[config.mk]
export PLATFORM = sky130hd
export DESIGN_NAME = shiftreg_cfg_rx
export DESIGN_NICKNAME = d
export VERILOG_FILES = /design/src/rtl/shiftreg_cfg_rx.sv
export SDC_FILE = /design/constraint.sdc
export NUM_CORES = 1
export LEC_CHECK = 0
export BUFFER_PORTS_ARGS = -buffer_cell sky130_fd_sc_hd__clkbuf_2
export CELL_PAD_IN_SITES_DETAIL_PLACEMENT = 2
export CELL_PAD_IN_SITES_GLOBAL_PLACEMENT = 2
export CORE_UTILIZATION = 34
export DETAILED_ROUTE_END_ITERATION = 16
export PLACE_DENSITY_LB_ADDON = 0.1
export SYNTH_ARGS = -nofsm -noshare
export SYNTH_HDL_FRONTEND = slang
export SYNTH_SLANG_ARGS = --single-unit
[constraint.sdc]
create_clock -name CLK -period 2.05 [get_ports CLK]
set_input_delay 0.3075 -clock CLK [delete_from_list [all_inputs] [get_ports CLK]]
set_output_delay 0.3075 -clock CLK [all_outputs]
set_load 0.03 [all_outputs]
[src/rtl/shiftreg_cfg_rx.sv]
// shiftreg_cfg_rx: chip-side receiver for the configuration shift-register link.
// Serial bits are deserialised into a static and a dynamic shadow register.
// A commit strobe copies each shadow that holds exactly one frame to its output
// register. Select conflicts and wrong-length commits raise sticky error flags.
module shiftreg_cfg_rx #(
  parameter int SIZESRSTAT  = 88,
  parameter int SIZESRDYN   = 16,
  parameter int SIZEADDRMUX = 7
) (
  input  logic                   CLK,
  input  logic                   RST_N,
  input  logic                   sdi,
  input  logic                   sel_stat,
  input  logic                   sel_dyn,
  input  logic                   en_fin,
  input  logic                   err_clr,
  output logic [SIZESRSTAT-1:0]  stat_cfg,
  output logic [SIZESRDYN-1:0]   dyn_cfg,
  output logic [SIZEADDRMUX-1:0] mux_addr,
  output logic                   stat_upd,
  output logic                   dyn_upd,
  output logic                   sdo,
  output logic                   err_sel,
  output logic                   err_len
);

  // Counter widths leave room for the saturated "overlength" code SIZE+1.
  localparam int CW_S = $clog2(SIZESRSTAT + 2);
  localparam int CW_D = $clog2(SIZESRDYN + 2);

  localparam logic [CW_S-1:0] STAT_FULL = CW_S'(SIZESRSTAT);
  localparam logic [CW_S-1:0] STAT_OVR  = CW_S'(SIZESRSTAT + 1);
  localparam logic [CW_D-1:0] DYN_FULL  = CW_D'(SIZESRDYN);
  localparam logic [CW_D-1:0] DYN_OVR   = CW_D'(SIZESRDYN + 1);

  // Saturating bit counters: once past SIZE they stick at SIZE+1 so that an
  // overlength frame can never wrap back to a value that looks complete.
  function automatic logic [CW_S-1:0] sat_inc_stat(input logic [CW_S-1:0] c);
    sat_inc_stat = (c == STAT_OVR) ? c : c + CW_S'(1);
  endfunction

  function automatic logic [CW_D-1:0] sat_inc_dyn(input logic [CW_D-1:0] c);
    sat_inc_dyn = (c == DYN_OVR) ? c : c + CW_D'(1);
  endfunction

  logic [SIZESRSTAT-1:0] r_stat_sh;
  logic [SIZESRDYN-1:0]  r_dyn_sh;
  logic [CW_S-1:0]       r_stat_cnt;
  logic [CW_D-1:0]       r_dyn_cnt;
  logic [SIZESRSTAT-1:0] r_stat_cfg;
  logic [SIZESRDYN-1:0]  r_dyn_cfg;
  logic                  r_stat_upd;
  logic                  r_dyn_upd;
  logic                  r_err_sel;
  logic                  r_err_len;

  logic w_conflict;
  logic w_shift_stat;
  logic w_shift_dyn;
  logic w_stat_full;
  logic w_stat_empty;
  logic w_dyn_full;
  logic w_dyn_empty;
  logic w_set_sel;
  logic w_set_len;
  logic w_sdo;

  assign w_conflict   = sel_stat & sel_dyn;
  assign w_shift_stat = sel_stat & ~sel_dyn & ~en_fin;
  assign w_shift_dyn  = sel_dyn & ~sel_stat & ~en_fin;
  assign w_stat_full  = (r_stat_cnt == STAT_FULL);
  assign w_stat_empty = (r_stat_cnt == '0);
  assign w_dyn_full   = (r_dyn_cnt == DYN_FULL);
  assign w_dyn_empty  = (r_dyn_cnt == '0);

  // A commit outranks a select conflict, so the conflict flag is only raised
  // on edges that are not commit edges.
  assign w_set_sel = w_conflict & ~en_fin;
  assign w_set_len = en_fin & ((~w_stat_full & ~w_stat_empty) |
                               (~w_dyn_full & ~w_dyn_empty));

  // Static shadow and counter: shift on a clean static select, clear count on commit.
  always_ff @(posedge CLK) begin
    if (!RST_N) begin
      r_stat_sh  <= '0;
      r_stat_cnt <= '0;
    end else if (en_fin) begin
      r_stat_cnt <= '0;
    end else if (w_shift_stat) begin
      r_stat_sh  <= {r_stat_sh[SIZESRSTAT-2:0], sdi};
      r_stat_cnt <= sat_inc_stat(r_stat_cnt);
    end
  end

  // Dynamic shadow and counter: same scheme on the dynamic select.
  always_ff @(posedge CLK) begin
    if (!RST_N) begin
      r_dyn_sh  <= '0;
      r_dyn_cnt <= '0;
    end else if (en_fin) begin
      r_dyn_cnt <= '0;
    end else if (w_shift_dyn) begin
      r_dyn_sh  <= {r_dyn_sh[SIZESRDYN-2:0], sdi};
      r_dyn_cnt <= sat_inc_dyn(r_dyn_cnt);
    end
  end

  // Output registers: each commits independently only when its frame is complete.
  always_ff @(posedge CLK) begin
    if (!RST_N) begin
      r_stat_cfg <= '0;
      r_dyn_cfg  <= '0;
      r_stat_upd <= 1'b0;
      r_dyn_upd  <= 1'b0;
    end else begin
      r_stat_upd <= en_fin & w_stat_full;
      r_dyn_upd  <= en_fin & w_dyn_full;
      if (en_fin && w_stat_full) begin
        r_stat_cfg <= r_stat_sh;
      end
      if (en_fin && w_dyn_full) begin
        r_dyn_cfg <= r_dyn_sh;
      end
    end
  end

  // Sticky error flags: a new error on the same edge as err_clr keeps the flag set.
  always_ff @(posedge CLK) begin
    if (!RST_N) begin
      r_err_sel <= 1'b0;
      r_err_len <= 1'b0;
    end else begin
      r_err_sel <= w_set_sel | (r_err_sel & ~err_clr);
      r_err_len <= w_set_len | (r_err_len & ~err_clr);
    end
  end

  // Daisy-chain output: MSB of whichever shadow is selected alone, else 0.
  always_comb begin
    w_sdo = 1'b0;
    if (sel_stat && !sel_dyn) begin
      w_sdo = r_stat_sh[SIZESRSTAT-1];
    end else if (sel_dyn && !sel_stat) begin
      w_sdo = r_dyn_sh[SIZESRDYN-1];
    end
  end

  assign sdo      = w_sdo;
  assign stat_cfg = r_stat_cfg;
  assign dyn_cfg  = r_dyn_cfg;
  assign mux_addr = r_dyn_cfg[SIZEADDRMUX-1:0];
  assign stat_upd = r_stat_upd;
  assign dyn_upd  = r_dyn_upd;
  assign err_sel  = r_err_sel;
  assign err_len  = r_err_len;

endmodule

# Word level (Yosys, flattened, before mapping)
# Cells that the tools add are included.
# word_totals
out_inout_bits	116
memories	0
input_bits	7
register_bits	224
latchBits	0
wordCells	58
rom_bits	0
ram_bits	0
# op_classes
magnitude_cmp	0
n_eq_ne	4
n_mux	2
n_addsub	2
bitwise_logic	27
div	0
reduce_logical	13
mul	0
n_shift	0
# ops
operator	n
equality test 7 bit, second input constant	2
bitwise AND 1 bit	13
inverter 1 bit	11
equality test 5 bit, second input constant	2
AND reduction 2 bit	4
adder 7 x 1 -> 7 bit, second input constant	1
logical NOT 7 bit	1
adder 5 x 1 -> 5 bit, second input constant	1
logical NOT 5 bit	1
logical AND 1 bit	4
OR 1 bit	3
logical NOT 1 bit	2
2-to-1 mux 1 bit	2
OR reduction 2 bit	1

# Logic depth before layout (Yosys ltp)
# Gate-level depths: netlist of run 1.
# logic_depth
ltp_word	6
ltp_mapped	8
ltp_nobuf	5

# Worst setup path after synthesis of run 1
# No wires, ideal clock.
# synth_path
path_kind	register -> register
from	register r_stat_cnt[0]
to	register r_stat_cfg[77] (netlist: stat_cfg[77])
path_slack_ns	0.342
path_stages_with_launch	9
arrival_time_ns	1.632
required_ns	1.974
path_buffers	3
period_less_slack_ns	1.708
cell_sequence	dfxtp_1 > inv_1 > ha_1 > or3b_1 > clkbuf_1 > buf_2 > clkbuf_1 > o21ai_0 > a21boi_0
# synth_between
elab_chain_cells	2
# synth_lines
element	line_no	source
from (decl)	48	logic [CW_S-1:0] r_stat_cnt;
from (signal assigned)	91	r_stat_cnt <= sat_inc_stat(r_stat_cnt);
equality test 7 bit	71	assign w_stat_full = (r_stat_cnt == STAT_FULL);
logical AND 1 bit	118	if (en_fin && w_stat_full) begin
to (signal assigned)	119	r_stat_cfg <= r_stat_sh;
to (decl)	50	logic [SIZESRSTAT-1:0] r_stat_cfg;
# Every way passes these cells.
# A chain may end at the register's enable or synchronous reset.

# Worst setup path in the final report of run 1
# layout_path
from	register r_stat_cnt[0]
to	register r_stat_cfg[74] (netlist: stat_cfg[74])
# Same word-level chain as after synthesis.

==> impl_metrics.csv, run 1 <==
group,metric,value,unit
outcome,status,"completed",
die,core-area,25400,um2
hold_path,hold_end,"r_stat_sh[0]",
setup_path,path_class,"reg -> reg",
synthesis,ys_types,36,
sta,setup-violations-final,0,
die,row_count,58,
finish,layout.nets,1118,
drt,first_pass_iters,4,
cts,clock_latency,520,ps
grt,grt_pass1_wl,41880,um
pwr,ir_drop,0.4442,mV
sta,fin_crit,1911,ps
drt,drcViolationCount,0,
grt,grt-ovfl-total,0,
hold_path,worstHoldPathCells,3,
setup_path,cp_top_family,"simple AND/OR/NAND/NOR gates",
sta,report.final.slew_viol_count,0,
cts,cts_tree,"done",
cts,htreeDepth,1,
pwr,combPwrFrac,0.029,
sta,skew,13.58,ps
die,initial_core_util,0.3500,
synthesis,synth_top_area_frac,0.5044,
drt,wl_per_cell,17.57,um
drt,routed_wl,25460,um
die,fp.dieW,163.7,um
grt,antenna_found_initial,0,
pwr,p_leak,3.646,nW
setup_path,max_stage_delay,540,ps
placed_design,gp_congestion,0.6863,
drt,drt-initial-drc-count,352,
placed_design,numPortBuffers,122,
cts,cts_setup_buffers,0,
pwr,p_switching,1.945,mW
synthesis,syn_area,8890,um2
setup_path,rr_endpoint,"stat_cfg[74]",
synthesis,syn-num-nets,1049,
finish,layout-drive-gt1-share,0.1689,
cts,cts_buffers,26,
setup_path,worstPathRequired,2440,ps
setup_path,cp-end-kind,"register",
finish,final_cells,1449,
cts,clock_path_buffers,3,
grt,grt_pass1_vias,8125,
sta,relSlewSlack,0.4361,
sta,finalSetupTns,0,ps
setup_path,cp-start-kind,"register",
cts,root_buffer,"clkbuf_16",
drt,routed_via_density,5.268,
setup_path,arrival,2310,ps
placed_design,hpwl,15150,um
pwr,p_int,7.131,mW
finish,syn_to_final_growth,19.30,%
die,dieArea,26800,um2
drt,antenna_left,0,
setup_path,rrSetupSlack,140,ps
setup_path,ff2ff_path_depth,6,
sta,finalCritPeriodShare,0.9324,
cts,cts.reportedPaths.clkPinSlew,60,ps
sta,worst_pin_slew,845.0,ps
setup_path,r2r-start,"r_stat_cnt[0]",
pwr,clkPwrFrac,0.490,
synthesis,synth_area_per_cell,8.581,um2
sta,rsz0062_at_grt,"no",
synthesis,yosysWarnings,0,
setup_path,crit_buf_inv,2,
synthesis,yosys-top-cells-area,"dfxtp_1 50%, a21boi_0 17%, nand2_1 9.2%",
pwr,netSwitchingFraction,0.2143,
die,pin_count,123,
pwr,p_per_area,855.8,nW/um2
finish,antennaDiodeCount,0,
synthesis,ys_seq_elements,224,
synthesis,yosysTopAreaCell,"dfxtp_1",
finish,final_core_util,0.4175,
setup_path,worst_path_max_delay_cell,"or3b_4",
die,fp.dieH,163.7,um
grt,grt_max_degree,103,
sta,hold_violations,0,
placed_design,dp_cells,1406,
hold_path,min_from,"sdi",
grt,grt.total_usage,0.1916,
pwr,seq_power_share,0.481,
synthesis,syn_inst,1036,
job,maxCapViolCount,0,
cts,hold_buffers,0,
drt,num_vias,7634,
synthesis,ys_seq_area_frac,0.5044,
setup_path,cp_cell_sequence,"inv_1, ha_1, or3b_4, buf_12, o21ai_0, a21boi_0",
setup_path,path_max_fanout,41,
sta,max_freq,523.2,MHz
hold_path,hold_path_class,"in -> reg",
cts,cts_sinks,224,
==> sequential cells by signal (all words and copies together) (netlist names) <==
name,count
dyn_cfg,16
stat_cfg,88
stat_upd,1
r_dyn_cnt,5
err_len,1
err_sel,1
r_stat_sh,88
r_dyn_sh,16
r_stat_cnt,7
dyn_upd,1
==> what timing repair did <==
| item | in CTS | in global routing |
|---|---|---|
| gates cloned | 0 | 1 |
| endpoints found under the setup margin | 2 | 3 |
| resized for setup | 1 | 0 |
| pin swaps | 0 | 0 |
==> final cells by class <==
class | count | area, um2
Timing Repair Buffer | 142 | 888.4
Clock buffer | 38 | 767.0
Tap cell | 330 | 412.9
Clock inverter | 4 | 45.04
Fill cell | 2888 | 14790
Inverter | 5 | 18.77
Multi-Input combinational cell | 706 | 3989
Sequential cell | 224 | 4484
==> cells in the final DEF, fill, tap and decap left out, types with 4 or more instances in the layout <==
| cell | n |
|---|---|
| clkbuf_8 | 5 |
| ha_1 | 6 |
| nand3b_1 | 4 |
| nand2_1 | 218 |
| o21ai_0 | 111 |
| or3_1 | 6 |
| dfxtp_1 | 224 |
| clkbuf_1 | 6 |
| a21boi_0 | 200 |
| clkbuf_2 | 121 |
| inv_1 | 5 |
| nand3_1 | 110 |
| a21oi_1 | 9 |
| buf_4 | 11 |
| clkbuf_16 | 27 |
| a21boi_1 | 9 |
| buf_12 | 10 |
==> stage by stage <==
stage / setup slack, ps / hold slack [ps] / total power, mW / cell area, um2
2_1_floorplan: 342.0 / 452.4 / 4.635 / 8890
3_3_place_gp: 140.4 / 464.1 / 4.728 / 9778
3_5_place_dp: 5.892 / 477.2 / 4.727 / 9778
4_1_cts: 88.53 / 28.77 / 9.247 / 10600
5_1_grt: 36.30 / 68.77 / 9.418 / 10610
6_report: 138.5 / 42.13 / 9.076 / 10610
==> cells in the mapped netlist <==
library cell and number:
buf_1 8, o2111ai_1 2, and3_1 2, or3_1 6, and4_1 1, or3b_1 2, clkbuf_1 70, nor3b_2 2
a21oi_1 9, or4_1 1, mux2i_1 2, o31ai_1 2, and2_1 1, a211oi_1 1, buf_2 17, ha_1 6
a21boi_0 200, o21ai_0 111, buf_4 7, nor4bb_1 1, or3b_2 2, nor3b_1 2, inv_1 5, nand4bb_1 2
or4bb_1 1, nor2b_1 1, nor4b_2 1, nand2_1 218, o21a_1 1, a21o_1 1, dfxtp_1 224, nand3_1 110
a21boi_1 9, nand3b_1 4, nand4_1 1, nand2b_1 3
==> kinds of logic after synthesis <==
kind of cell | after synthesis | share of synthesized area
AND/OR/NAND/NOR | 361 | 0.1841
multiplexers | 2 | 0.002252
adder cells (fa/ha/maj) | 6 | 0.008445
buffers and inverters | 107 | 0.05053
flip-flops | 224 | 0.5044
AO/OA/AOI/OAI | 336 | 0.2502
==> per-layer routing <==
layer | part of all wire | track usage | vias up
met5 | 0 | 0 | -
met4 | 0.017 | 0.04714 | 0
met3 | 0.026 | 0.02475 | 33
met2 | 0.49 | 0.3403 | 102
met1 | 0.47 | 0.2440 | 3822
li1 | - | - | 3677
==> worst reg2reg max path: stages (launching register included) <==
cell and delay, ps:
dfxtp_1 350, inv_1 110, ha_1 210, or3b_4 540, buf_12 230, o21ai_0 240, a21boi_0 110
==> worst max-delay path by stage <==
stage	to	cells past startpoint	start
final	stat_cfg[74]	6	r_stat_cnt[0]
after global routing	stat_cfg[66]	6	r_stat_cnt[0]
after CTS	stat_cfg[33]	6	r_stat_cnt[0]
after detailed placement	dyn_cfg[5]	5	r_dyn_cnt[0]
after global placement	dyn_cfg[4]	5	r_dyn_cnt[0]
after floorplan	stat_cfg[77]	8	r_stat_cnt[0]
==> power by group through the flow <==
stage | Sequential (mW) | Combinational [mW] | Clock [mW]
global route | 4.36 | 0.290 | 4.77
global placement | 4.46 | 0.272 | 0
finish | 4.36 | 0.266 | 4.45
floorplan | 4.46 | 0.178 | 0
CTS | 4.36 | 0.272 | 4.61
detailed placement | 4.46 | 0.270 | 0
No activity file was read; power rests on OpenSTA's default activity.
==> run 2: changes to the inputs <==
- CORE_UTILIZATION: 34 -> 37
- clock period: 2.05 -> 2.45 ns (I/O delays scaled with it)
==> run 2 against run 1 <==
Against the previous run: setup slack improved by 54 ps; worst hold slack gained 84 ps; clock skew down 5.4 ps; routed wire length decreased by 1.7%; sequential cell count stayed put; utilization is 2.7 points higher; highest routed layer unchanged; final cell count shrank 1.1%; sequential power fell by 16%.
==> impl_metrics.csv, run 2 (same netlist as run 1, synthesis figures left out) <==
group,metric,value,unit
outcome,status,"completed",
sta,skew,8.197,ps
sta,finalCritPeriodShare,0.9216,
placed_design,hpwl,14790,um
finish,syn_to_final_growth,17.59,%
finish,layout-drive-gt1-share,0.1626,
finish,final_cell_mix,"224 x dfxtp_1, 218 x nand2_1, 200 x a21boi_0, 121 x clkbuf_2, 111 x o21ai_0",
setup_path,path_max_fanout,39,
drt,drt-initial-drc-count,412,
drt,antenna_left,0,
setup_path,rr_endpoint,"stat_cfg[70]",
setup_path,crit_start,"r_stat_cnt[0]",
grt,antenna_found_initial,1,
placed_design,numPortBuffers,122,
pwr,power.total,7.528,mW
finish,final_common_cell,"dfxtp_1",
setup_path,cp-end-kind,"register",
cts,hold_buffers,0,
placed_design,dp_cells,1389,
finish,layout.nets,1111,
sta,relSlewSlack,0.2214,
grt,grt_pass1_vias,7953,
grt,grt-ovfl-total,0,
cts,cts_setup_buffers,0,
drt,routed_wl,25030,um
finish,final_core_util,0.4440,
finish,fill_cells,2694,
placed_design,gp_congestion,0.6979,
die,fp.dieH,157.0,um
drt,drcViolationCount,0,
drt,wl_met2,12430,um
finish,final_cells,1433,
die,row_count,56,
grt,grt.total_usage,0.2052,
cts,htreeDepth,1,
sta,fin_crit,2258,ps
setup_path,path_class,"reg -> reg",
sta,max_freq,442.9,MHz
die,core-area,23540,um2
sta,setup-violations-final,0,
setup_path,worstPathRequired,2840,ps
setup_path,rrSetupSlack,190,ps
hold_path,hold_path_class,"in -> reg",
cts,root_buffer,"clkbuf_16",
die,fp.dieW,157.0,um
grt,grt_max_degree,209,
job,maxCapViolCount,0,
sta,finalSetupTns,0,ps
cts,cts_buffers,26,
die,dieArea,24650,um2
grt,grt_pass1_wl,41170,um
cts,cts_sinks,224,
drt,num_vias,7587,
die,pin_count,123,
sta,hold_violations,0,
finish,multi_input_area,3971,um2
pwr,p_per_area,720.2,nW/um2
drt,first_pass_iters,4,
drt,top_layer,"met4",
finish,register_area,4484,um2
die,initial_core_util,0.3776,
cts,cts_tree,"done",
pwr,p_leak,3.575,nW
setup_path,cp-start-kind,"register",
drt,wl_met3,911,um
drt,drt-met1-wl,11300,um
sta,worst_pin_slew,1163,ps
sta,report.final.slew_viol_count,0,
setup_path,arrival,2650,ps
drt,wl_per_cell,17.47,um
cts,cts.reportedPaths.clkPinSlew,60,ps
cts,clock_latency,520,ps
cts,clock_path_buffers,3,
pwr,ir_drop,0.3998,mV
drt,routed_via_density,5.294,
cts,cts_resized,0,
setup_path,ff2ff_path_depth,6,
sta,hold_ws,126.1,ps
setup_path,crit_path_end,"stat_cfg[70]",
setup_path,r2r-start,"r_stat_cnt[0]",
run 2: cell types whose count changed in the layout (fill, tap and decap cells not counted), sizes merged:
cell / delta
or3b: -1
clkinv: +1
diode: +1
buf: -6
run 2: area by class of cell:
type                       count  share of cell area
clock inverter                 5            0.004788
multi-input combinational    705              0.3799
timing repair buffer         136             0.07469
sequential                   224              0.4290
tap                          319             0.03818
clock buffer                  38             0.07145
inverter                       5            0.001795
antenna                        1           0.0002394
run 2: worst min-delay path by stage:
| stage | start | endpoint | cells past startpoint |
|---|---|---|---|
| final | sdi | r_stat_sh[0] | 3 |
| after global routing | sdi | r_stat_sh[0] | 3 |
| after CTS | sdi | r_stat_sh[0] | 3 |
| after detailed placement | stat_cfg[43] | stat_cfg[43] | 2 |
| after global placement | stat_cfg[46] | stat_cfg[46] | 2 |
| after floorplan | r_dyn_sh[9] | r_dyn_sh[10] | 2 |
run 2: metrics by stage:
step	cell area [um2]	worst slack (ps)
2_1_floorplan	8890	742.0
3_3_place_gp	9654	429.4
3_5_place_dp	9654	273.6
4_1_cts	10450	151.4
5_1_grt	10450	-1.046
6_report	10450	192.2
run 2: critical path, stage by stage (launching register included):
cell	delay (ps)
dfxtp_1	350
inv_1	110
ha_1	170
or3b_2	690
buf_4	370
o21ai_0	290
a21boi_1	140
run 2: power by group:
part / internal (mW) / switching, mW / total, mW
clock network: 2.19 / 1.48 / 3.67
logic: 0.0695 / 0.141 / 0.211
registers: 3.65 / 0.00291 / 3.65
run 2: metal layers:
layer	vias up	track usage
met4	0	0.05836
li1	3665	-
met3	24	0.03249
met2	121	0.3668
met5	-	0
met1	3777	0.2530
